### config.mk
export PLATFORM = sky130hd
export DESIGN_NAME = add_req_initiator_flat
export DESIGN_NICKNAME = d
export VERILOG_FILES = /design/src/rtl/fpu_pkg.sv /design/src/rtl/add_req_initiator_if.sv /design/src/rtl/add_req_watchdog.sv /design/src/rtl/add_req_initiator.sv /design/src/flat_wrapper.sv
export SDC_FILE = /design/constraint.sdc
export NUM_CORES = 1
export LEC_CHECK = 0
export CELL_PAD_IN_SITES_DETAIL_PLACEMENT = 0
export CELL_PAD_IN_SITES_GLOBAL_PLACEMENT = 1
export CORE_MARGIN = 8
export CORE_UTILIZATION = 33
export CTS_CLUSTER_DIAMETER = 100
export DETAILED_ROUTE_END_ITERATION = 16
export PLACE_DENSITY_LB_ADDON = 0.1
export SYNTH_ARGS = -nofsm -noshare
export SYNTH_HDL_FRONTEND = slang
export SYNTH_HIERARCHICAL = 1
export SYNTH_SLANG_ARGS = --single-unit
### constraint.sdc
create_clock -name CLK -period 2.1 [get_ports CLK]
set_clock_uncertainty 0.2 [all_clocks]
set_input_delay 0.42 -clock CLK [delete_from_list [all_inputs] [get_ports CLK]]
set_output_delay 0.42 -clock CLK [all_outputs]
set_load 0.05 [all_outputs]
### src/rtl/fpu_pkg.sv
// Shared types and constants for the adder request initiator.
//   AddReqState : state encoding of the initiator control FSM
//   ADD_W       : operand / sum width of the adder handshake
package fpu_pkg;

    localparam int ADD_W = 25;

    typedef enum logic [1:0] {
        AR_IDLE,
        AR_REQ,
        AR_HOLD,
        AR_ERR
    } AddReqState;

endpackage

### src/rtl/add_req_initiator_if.sv
// Handshake bundle of add_req_initiator.
//   Upstream   : IN_VALID, IN_READY, IN_A, IN_B
//   Adder      : ADD_REQ, ADD_A, ADD_B (to responder), ADD_ACK, ADD_Z, ADD_COUT (from responder)
//   Downstream : OUT_VALID, OUT_READY, OUT_Z, OUT_COUT
//   Status     : ERR, ERR_CLR
// Modport master is the initiator side, slave is everything around it.
interface add_req_initiator_if;
    import fpu_pkg::*;

    logic             IN_VALID;
    logic             IN_READY;
    logic [ADD_W-1:0] IN_A;
    logic [ADD_W-1:0] IN_B;

    logic             ADD_REQ;
    logic [ADD_W-1:0] ADD_A;
    logic [ADD_W-1:0] ADD_B;
    logic             ADD_ACK;
    logic [ADD_W-1:0] ADD_Z;
    logic             ADD_COUT;

    logic             OUT_VALID;
    logic             OUT_READY;
    logic [ADD_W-1:0] OUT_Z;
    logic             OUT_COUT;

    logic             ERR;
    logic             ERR_CLR;

    modport master (
        input  IN_VALID, IN_A, IN_B,
        input  ADD_ACK, ADD_Z, ADD_COUT,
        input  OUT_READY, ERR_CLR,
        output IN_READY,
        output ADD_REQ, ADD_A, ADD_B,
        output OUT_VALID, OUT_Z, OUT_COUT,
        output ERR
    );

    modport slave (
        output IN_VALID, IN_A, IN_B,
        output ADD_ACK, ADD_Z, ADD_COUT,
        output OUT_READY, ERR_CLR,
        input  IN_READY,
        input  ADD_REQ, ADD_A, ADD_B,
        input  OUT_VALID, OUT_Z, OUT_COUT,
        input  ERR
    );

endinterface

### src/rtl/add_req_watchdog.sv
// Counts consecutive un-acknowledged request cycles.
//   CLK, RSTN : clock, asynchronous active-low reset
//   clear     : restart the count at zero
//   count_en  : this cycle is a request cycle without acknowledge
//   expired   : this cycle is the TIMEOUT-th such cycle (combinational)
// TIMEOUT must lie in 1..255 so the count fits in eight bits.
module add_req_watchdog #(
    parameter int TIMEOUT = 15
) (
    input  logic CLK,
    input  logic RSTN,
    input  logic clear,
    input  logic count_en,
    output logic expired
);

    localparam logic [7:0] LAST = 8'(TIMEOUT - 1);

    logic [7:0] cnt;

    always_ff @(posedge CLK or negedge RSTN) begin
        if (!RSTN) begin
            cnt <= '0;
        end else if (clear) begin
            cnt <= '0;
        end else if (count_en) begin
            cnt <= cnt + 8'd1;
        end
    end

    // cnt holds the number of earlier missed cycles, so the current one is
    // the TIMEOUT-th when cnt has reached TIMEOUT-1.
    assign expired = count_en && (cnt == LAST);

endmodule

### src/rtl/add_req_initiator.sv
// Initiator side of a REQ/ACK adder handshake.
// Accepts an operand pair from upstream, presents it to the adder with
// ADD_REQ, captures sum/carry on ACK and holds them for downstream until
// consumed. A request left unanswered for TIMEOUT cycles parks the block
// in an error state until ERR_CLR.
//   CLK   : clock, rising edge
//   RSTN  : asynchronous active-low reset
//   bus   : add_req_initiator_if.master (upstream, adder and downstream sides)
// All outputs are registered and decoded from state; reset forces IDLE.
module add_req_initiator
    import fpu_pkg::*;
#(
    parameter int TIMEOUT = 15
) (
    input  logic                CLK,
    input  logic                RSTN,
    add_req_initiator_if.master bus
);

    AddReqState       state;
    logic             in_ready_q;
    logic             add_req_q;
    logic             out_valid_q;
    logic             err_q;
    logic             out_cout_q;
    logic [ADD_W-1:0] add_a_q;
    logic [ADD_W-1:0] add_b_q;
    logic [ADD_W-1:0] out_z_q;

    logic accept;
    logic wd_clear;
    logic wd_count;
    logic wd_expired;

    assign accept   = (state == AR_IDLE) && bus.IN_VALID;
    assign wd_clear = accept || ((state == AR_ERR) && bus.ERR_CLR);
    assign wd_count = (state == AR_REQ) && !bus.ADD_ACK;

    add_req_watchdog #(
        .TIMEOUT (TIMEOUT)
    ) u_watchdog (
        .CLK      (CLK),
        .RSTN     (RSTN),
        .clear    (wd_clear),
        .count_en (wd_count),
        .expired  (wd_expired)
    );

    always_ff @(posedge CLK or negedge RSTN) begin
        if (!RSTN) begin
            state       <= AR_IDLE;
            in_ready_q  <= 1'b1;
            add_req_q   <= 1'b0;
            out_valid_q <= 1'b0;
            err_q       <= 1'b0;
            add_a_q     <= '0;
            add_b_q     <= '0;
            out_z_q     <= '0;
            out_cout_q  <= 1'b0;
        end else begin
            case (state)
                AR_IDLE: begin
                    if (bus.IN_VALID) begin
                        add_a_q    <= bus.IN_A;
                        add_b_q    <= bus.IN_B;
                        state      <= AR_REQ;
                        in_ready_q <= 1'b0;
                        add_req_q  <= 1'b1;
                    end
                end
                AR_REQ: begin
                    // ACK wins over an expiry landing in the same cycle;
                    // ADD_Z is only meaningful while ACK is high.
                    if (bus.ADD_ACK) begin
                        out_z_q     <= bus.ADD_Z;
                        out_cout_q  <= bus.ADD_COUT;
                        state       <= AR_HOLD;
                        add_req_q   <= 1'b0;
                        out_valid_q <= 1'b1;
                    end else if (wd_expired) begin
                        state     <= AR_ERR;
                        add_req_q <= 1'b0;
                        err_q     <= 1'b1;
                    end
                end
                AR_HOLD: begin
                    // HOLD followed by IDLE keeps ADD_REQ low for at least
                    // two cycles, giving the responder its recovery cycle.
                    if (bus.OUT_READY) begin
                        state       <= AR_IDLE;
                        out_valid_q <= 1'b0;
                        in_ready_q  <= 1'b1;
                    end
                end
                AR_ERR: begin
                    if (bus.ERR_CLR) begin
                        state      <= AR_IDLE;
                        err_q      <= 1'b0;
                        in_ready_q <= 1'b1;
                    end
                end
                default: begin
                    state       <= AR_IDLE;
                    in_ready_q  <= 1'b1;
                    add_req_q   <= 1'b0;
                    out_valid_q <= 1'b0;
                    err_q       <= 1'b0;
                end
            endcase
        end
    end

    assign bus.IN_READY  = in_ready_q;
    assign bus.ADD_REQ   = add_req_q;
    assign bus.ADD_A     = add_a_q;
    assign bus.ADD_B     = add_b_q;
    assign bus.OUT_VALID = out_valid_q;
    assign bus.OUT_Z     = out_z_q;
    assign bus.OUT_COUT  = out_cout_q;
    assign bus.ERR       = err_q;

endmodule

### src/flat_wrapper.sv
// flat-port wrapper written by rule: the top's interface ports become plain ports
module add_req_initiator_flat import fpu_pkg::*;
#(
    parameter int TIMEOUT = 15
)
  (CLK, RSTN, bus_IN_VALID, bus_IN_A, bus_IN_B, bus_ADD_ACK, bus_ADD_Z, bus_ADD_COUT, bus_OUT_READY, bus_ERR_CLR, bus_IN_READY, bus_ADD_REQ, bus_ADD_A, bus_ADD_B, bus_OUT_VALID, bus_OUT_Z, bus_OUT_COUT, bus_ERR);
  add_req_initiator_if bus_i ();
  input  logic CLK;
  input  logic RSTN;
  input wire logic [$bits(bus_i.IN_VALID)-1:0] bus_IN_VALID;
  input wire logic [$bits(bus_i.IN_A)-1:0] bus_IN_A;
  input wire logic [$bits(bus_i.IN_B)-1:0] bus_IN_B;
  input wire logic [$bits(bus_i.ADD_ACK)-1:0] bus_ADD_ACK;
  input wire logic [$bits(bus_i.ADD_Z)-1:0] bus_ADD_Z;
  input wire logic [$bits(bus_i.ADD_COUT)-1:0] bus_ADD_COUT;
  input wire logic [$bits(bus_i.OUT_READY)-1:0] bus_OUT_READY;
  input wire logic [$bits(bus_i.ERR_CLR)-1:0] bus_ERR_CLR;
  output wire logic [$bits(bus_i.IN_READY)-1:0] bus_IN_READY;
  output wire logic [$bits(bus_i.ADD_REQ)-1:0] bus_ADD_REQ;
  output wire logic [$bits(bus_i.ADD_A)-1:0] bus_ADD_A;
  output wire logic [$bits(bus_i.ADD_B)-1:0] bus_ADD_B;
  output wire logic [$bits(bus_i.OUT_VALID)-1:0] bus_OUT_VALID;
  output wire logic [$bits(bus_i.OUT_Z)-1:0] bus_OUT_Z;
  output wire logic [$bits(bus_i.OUT_COUT)-1:0] bus_OUT_COUT;
  output wire logic [$bits(bus_i.ERR)-1:0] bus_ERR;
  assign bus_i.IN_VALID = bus_IN_VALID;
  assign bus_i.IN_A = bus_IN_A;
  assign bus_i.IN_B = bus_IN_B;
  assign bus_i.ADD_ACK = bus_ADD_ACK;
  assign bus_i.ADD_Z = bus_ADD_Z;
  assign bus_i.ADD_COUT = bus_ADD_COUT;
  assign bus_i.OUT_READY = bus_OUT_READY;
  assign bus_i.ERR_CLR = bus_ERR_CLR;
  assign bus_IN_READY = bus_i.IN_READY;
  assign bus_ADD_REQ = bus_i.ADD_REQ;
  assign bus_ADD_A = bus_i.ADD_A;
  assign bus_ADD_B = bus_i.ADD_B;
  assign bus_OUT_VALID = bus_i.OUT_VALID;
  assign bus_OUT_Z = bus_i.OUT_Z;
  assign bus_OUT_COUT = bus_i.OUT_COUT;
  assign bus_ERR = bus_i.ERR;
  add_req_initiator #(.TIMEOUT(TIMEOUT)) u_core (.CLK(CLK), .RSTN(RSTN), .bus(bus_i));
endmodule
# Word level (Yosys, flattened, before mapping)
# Index checks and enable logic that the tools add are counted.
# totals
reg_bits,90
input_bits,82
output_inout_bits,80
word_cells,64
# classes
add_sub_neg,1
n_eq_ne,11
muxes,23
n_reduce_logical,19
# ops
op,n
$mux 8,2
$ne 2x2->1 const B,6
$reduce_and 4->1,3
$mux 1,11
$mux 2,5
$add 8x1->8 const B,1
$eq 8x4->1 const B,1
$pmux 2 s4,1
$reduce_bool 2->1,4
$pmux 1 s2,3
$reduce_and 3->1,2
$eq 2x2->1 const B,2
$logic_and 1x1->1,4
$reduce_and 2->1,2
$ne 3x3->1 const B,1
$pmux 1 s3,1
$reduce_bool 3->1,1
$eq 2x1->1 const B,1
$logic_not 2->1,1
$logic_not 1->1,1
$logic_or 1x1->1,1

# Logic depth before layout (Yosys ltp)
# depth
depth_word,6
mapped_depth,9
mapped_depth_nobuf,7

# By module
# Netlist, hierarchy kept.
# modules_own_cells
module,instances,cells_per_inst,area_per_inst_um2,seq_area_each_um2
add_req_initiator,1,197,3229.3,2053.2
add_req_watchdog,1,41,410.4,200.2

# Least setup slack after synthesis
# No wires, ideal clock.
# synth_path
kind,reg-to-reg
from,reg u_core.state[0]
to,reg u_core.add_req_q (netlist: u_core/bus.ADD_REQ)
setup_ns,0.125
arrival_time_ns,1.567
t_required_ns,1.775
setup_slack_ns,0.208
path_stages_with_launch,10
n_path_buf,2
synth_period_minus_slack_ns,1.892
cell_sequence,dfrtp_1 > buf_2 > inv_1 > nor3_1 > buf_4 > nand3_1 > nor3_1 > o21bai_1 > a21oi_1 > a21oi_1
# synth_via
elab_chain_cells,5
elab_cells_between_ends,9
cone_classes,3 x eq/ne; 1 x mux; 5 x reduce/logical
# synth_rtl
item,line,rtl
"start, declared",add_req_initiator.sv:20,AddReqState state;
"start signal, assigned",add_req_initiator.sv:51,state <= AR_IDLE;
"start signal, assigned",add_req_initiator.sv:66,state <= AR_REQ;
"start signal, assigned",add_req_initiator.sv:77,state <= AR_HOLD;
$eq 2x1->1,add_req_initiator.sv:37,assign wd_count = (state == AR_REQ) && !bus.ADD_ACK;
$logic_and 1x1->1,add_req_initiator.sv:37,
via u_core.wd_count,add_req_initiator.sv:32,logic wd_count;
$logic_and 1x1->1,add_req_watchdog.sv:33,assign expired = count_en && (cnt == LAST);
via u_core.wd_expired,add_req_initiator.sv:33,logic wd_expired;
$ne 3x3->1 (no source line),--,
$reduce_and 3->1 (no source line),--,
"end signal, assigned",add_req_initiator.sv:53,add_req_q <= 1'b0;
"end signal, assigned",add_req_initiator.sv:68,add_req_q <= 1'b1;
"end signal, assigned",add_req_initiator.sv:78,add_req_q <= 1'b0;
"end, declared",add_req_initiator.sv:22,logic add_req_q;
# The timed path passes the listed nets, and every way through them passes these cells.
# A chain may end at the register's enable or synchronous reset.

# Final worst setup path
# layout_path
from,in bus_ADD_ACK
to,reg u_core.u_watchdog.cnt[7]
# layout_via
elab_chain_cells,3
# layout_rtl
item,line,rtl
"start, declared",flat_wrapper.sv:13,input wire logic [$bits(bus_i.ADD_ACK)-1:0] bus_ADD_ACK;
$logic_not 1->1,add_req_initiator.sv:37,
$logic_and 1x1->1,add_req_initiator.sv:37,
via u_core.wd_count,add_req_initiator.sv:32,
$reduce_bool 2->1 (no source line),--,
"end signal, assigned",add_req_watchdog.sv:27,cnt <= cnt + 8'd1;
"end, declared",add_req_watchdog.sv:19,logic [7:0] cnt;
# The timed path passes the listed nets, and every way through them passes these cells.

==> results.yml <==
final_layout:
  multiInputGateArea_sq_um: 1290
  regArea_sq_um: 2250
  final_common_cell: "buf_4"
  syn2layout_area_growth_pct: 54.1
  fillers: 964
  final_cell_mix: "buf_4, dfrtp_1, clkdlybuf4s50_1"
  stdcell_area_sq_um: 5610
  layout-drive-gt1-share_pct: 46.3
  diodes: 0
  final_nets: 502
  stdcell_count: 563
worst_setup_path:
  path_cells: "clkdlybuf4s50_1, nor3_1, buf_4, nand4_1, or3_1, a21oi_1"
  worstPathRequired_ns: 2.17
  arrival_ns: 2.03
  crit_type: "in -> reg"
  crit_fanout: 7
  start_kind: "input port"
  r2r_cells: 6
  cp_slowest_cell: "clkdlybuf4s50_1"
  worst-r2r-setup-slack_ns: 0.23
  endpoint_kind: "flip-flop"
  timing.rr.end: "u_core/bus.ADD_REQ"
  max_stage_delay_ns: 0.49
  r2r-start: "u_core/u_watchdog/cnt[1]"
routing:
  routed_wl_mm: 9.28
  ant_nets: 0
  drtIter0Drc: 106
  wl_per_cell_um: 16.5
  drc: 0
  dr.pass1.iters: 4
  via_count: 2507
  avgViaCountPerCell: 4.45
placed_design:
  placed_cell_area_sq_um: 5370
  io_buffer_count: 161
  dp_cells: 546
  dpl.hpwl_mm: 7.12
  pre_cts_slack_ns: -0.185
  gp_congestion: 0.768
logic_synthesis:
  ys_seq_area_share_pct: 61.9
  ys_warn_count: 6
  syn_avg_cell_area_sq_um: 15.3
  postSynthCellCount: 238
  synth-edff-count: 0
  syn_nets: 322
  ys_ff_latch: 90
  synth_cell_types: 31
  synthArstFlopShare_pct: 100
  synth_area_sq_um: 3640
  ys.flop_type: "dfrtp_1"
timing:
  tightestPinTransition_ns: 0.499
  max_freq_mhz: 512
  setup_slack_ns: 0.149
  setup_viol: 0
  finalMaxSlewViolations: 0
  period_share_pct: 92.9
  tns_ns: 0
  finalCriticalPeriod_ns: 1.95
  holdWs_ns: 0.308
  rsz0062_at_grt: "no"
  slew_headroom_pct: 66.7
  hold_viol: 0
global_routing:
  grt_max_degree: 36
  gr-total-overflow: 0
  grt_usage_pct: 12.7
  antenna_found_initial: 0
  grt_pass1_vias: 2713
  grt_pass1_wl_mm: 14.7
power_and_ir_drop:
  powerDensity_nw_per_um2: 1860
  p_leak_uw: 0.00258
  ir_drop_v: 0.000819
die:
  ios: 162
  die_w_um: 121
  start_util_pct: 33.7
  fp.dieH_um: 121
  dieArea_sq_um: 14600
  rows: 38
  coreArea_sq_um: 10800
clock_tree:
  cts_tree: "built"
  h-tree-depth: 3
  cts_sinks: 90
  cts_resized: 0
  cts_made_buffers: 9
  clock_path_buffers: 2
  clk_latency_ns: 0.35
  clkTransAtPathRegs_ns: 0.09
  cts_setup_buffers: 0
  clk_root_buffer_cell: "clkbuf_8"
hold_path:
  hp-class: "reg -> reg"
  min_to: "u_core/bus.ERR"
  hp-start: "u_core/state[1]"
  whs_path_depth: 1
status:
  outcome: "completed"
flow_run:
  drv_cap: 0
## state kept, by name (all words and copies together), names as in the netlist
name / count
u_core/bus.OUT_VALID: 1
u_core/bus.ADD_REQ: 1
u_core/bus.ERR: 1
u_core/bus.ADD_A: 25
u_core/u_watchdog/cnt: 8
u_core/bus.OUT_Z: 25
u_core/bus.ADD_B: 25
u_core/bus.IN_READY: 1
u_core/bus.OUT_COUT: 1
u_core/state: 2
## through the flow
stage | power (uW) | utilization, %
floorplan | 7160 | -
global placement | 9120 | 49.7
detailed placement | 9180 | 49.7
CTS | 10600 | 52.0
global route | 11000 | 52.0
finish | 10400 | 52.0
## power by group
| part | switching, uW | internal, uW | total [uW] |
|---|---|---|---|
| registers | 456 | 2560 | 3010 |
| logic | 3810 | 2250 | 6060 |
| clock network | 592 | 785 | 1380 |
## critical path: cells and delay by family
| kind | cells | cell delay (ns) |
|---|---|---|
| buffers and inverters | 2 | 0.69 |
| AND/OR/NAND/NOR | 3 | 0.77 |
| AO/OA/AOI/OAI | 1 | 0.14 |
## per-layer routing
layer,track usage (%),vias to the layer above,routed length (um)
met3,4.79,8,833
li1,-,1189,-
met2,19.7,103,4240
met5,0,-,0
met1,15.8,1207,4100
met4,4.22,0,108
## cells in the mapped netlist (all sizes together) (2+ instances only)
| cell type | n | share of area [%] |
|---|---|---|
| dfrtp | 89 | 61 |
| mux2 | 76 | 26 |
| a21oi | 10 | 1.4 |
| buf | 10 | 2.1 |
| nor2 | 8 | 1.0 |
| inv | 5 | 0.52 |
| nand2 | 5 | 0.72 |
| o21ai | 5 | 0.69 |
| nand4 | 4 | 0.86 |
| nand2b | 3 | 0.52 |
| or3 | 3 | 0.52 |
| xor2 | 3 | 0.72 |
| a31oi | 2 | 0.34 |
| ha | 2 | 0.69 |
| nand3 | 2 | 0.28 |
| nor3 | 2 | 0.28 |
## layout make-up
| cell class | instances | share of cell area, % |
|---|---|---|
| Sequential cell | 90 | 40.2 |
| Clock buffer | 10 | 2.28 |
| Inverter | 5 | 0.335 |
| Multi-Input combinational cell | 132 | 22.9 |
| Tap cell | 140 | 3.12 |
| Clock inverter | 6 | 1.87 |
| Timing Repair Buffer | 180 | 29.3 |
## what timing repair did
action	in CTS	in global routing
hold buffers	1	0
endpoints found under the setup margin	0	0
hold endpoints to repair	31	0
## cell families after synthesis
logic type | Yosys count | synth area share (%)
buf+inv | 16 | 2.75
mux | 76 | 25.6
fa+ha+maj | 2 | 0.687
compound gates | 21 | 3.27
simple gates | 29 | 4.85
flops | 90 | 61.9
xor+xnor | 4 | 0.963
## worst max-delay path by stage
stage	startpoint	endpoint	slack, ns	cells past startpoint
floorplan	u_core/state[0]	u_core/bus.ADD_REQ	0.21	9
global placement	bus_ADD_ACK	u_core/u_watchdog/cnt[7]	-0.13	6
detailed placement	bus_ADD_ACK	u_core/u_watchdog/cnt[7]	-0.18	6
CTS	bus_ADD_ACK	u_core/u_watchdog/cnt[7]	0.17	6
global route	bus_ADD_ACK	u_core/u_watchdog/cnt[7]	0.05	6
finish	bus_ADD_ACK	u_core/u_watchdog/cnt[7]	0.15	6
(Power assumes the default switching activity.)
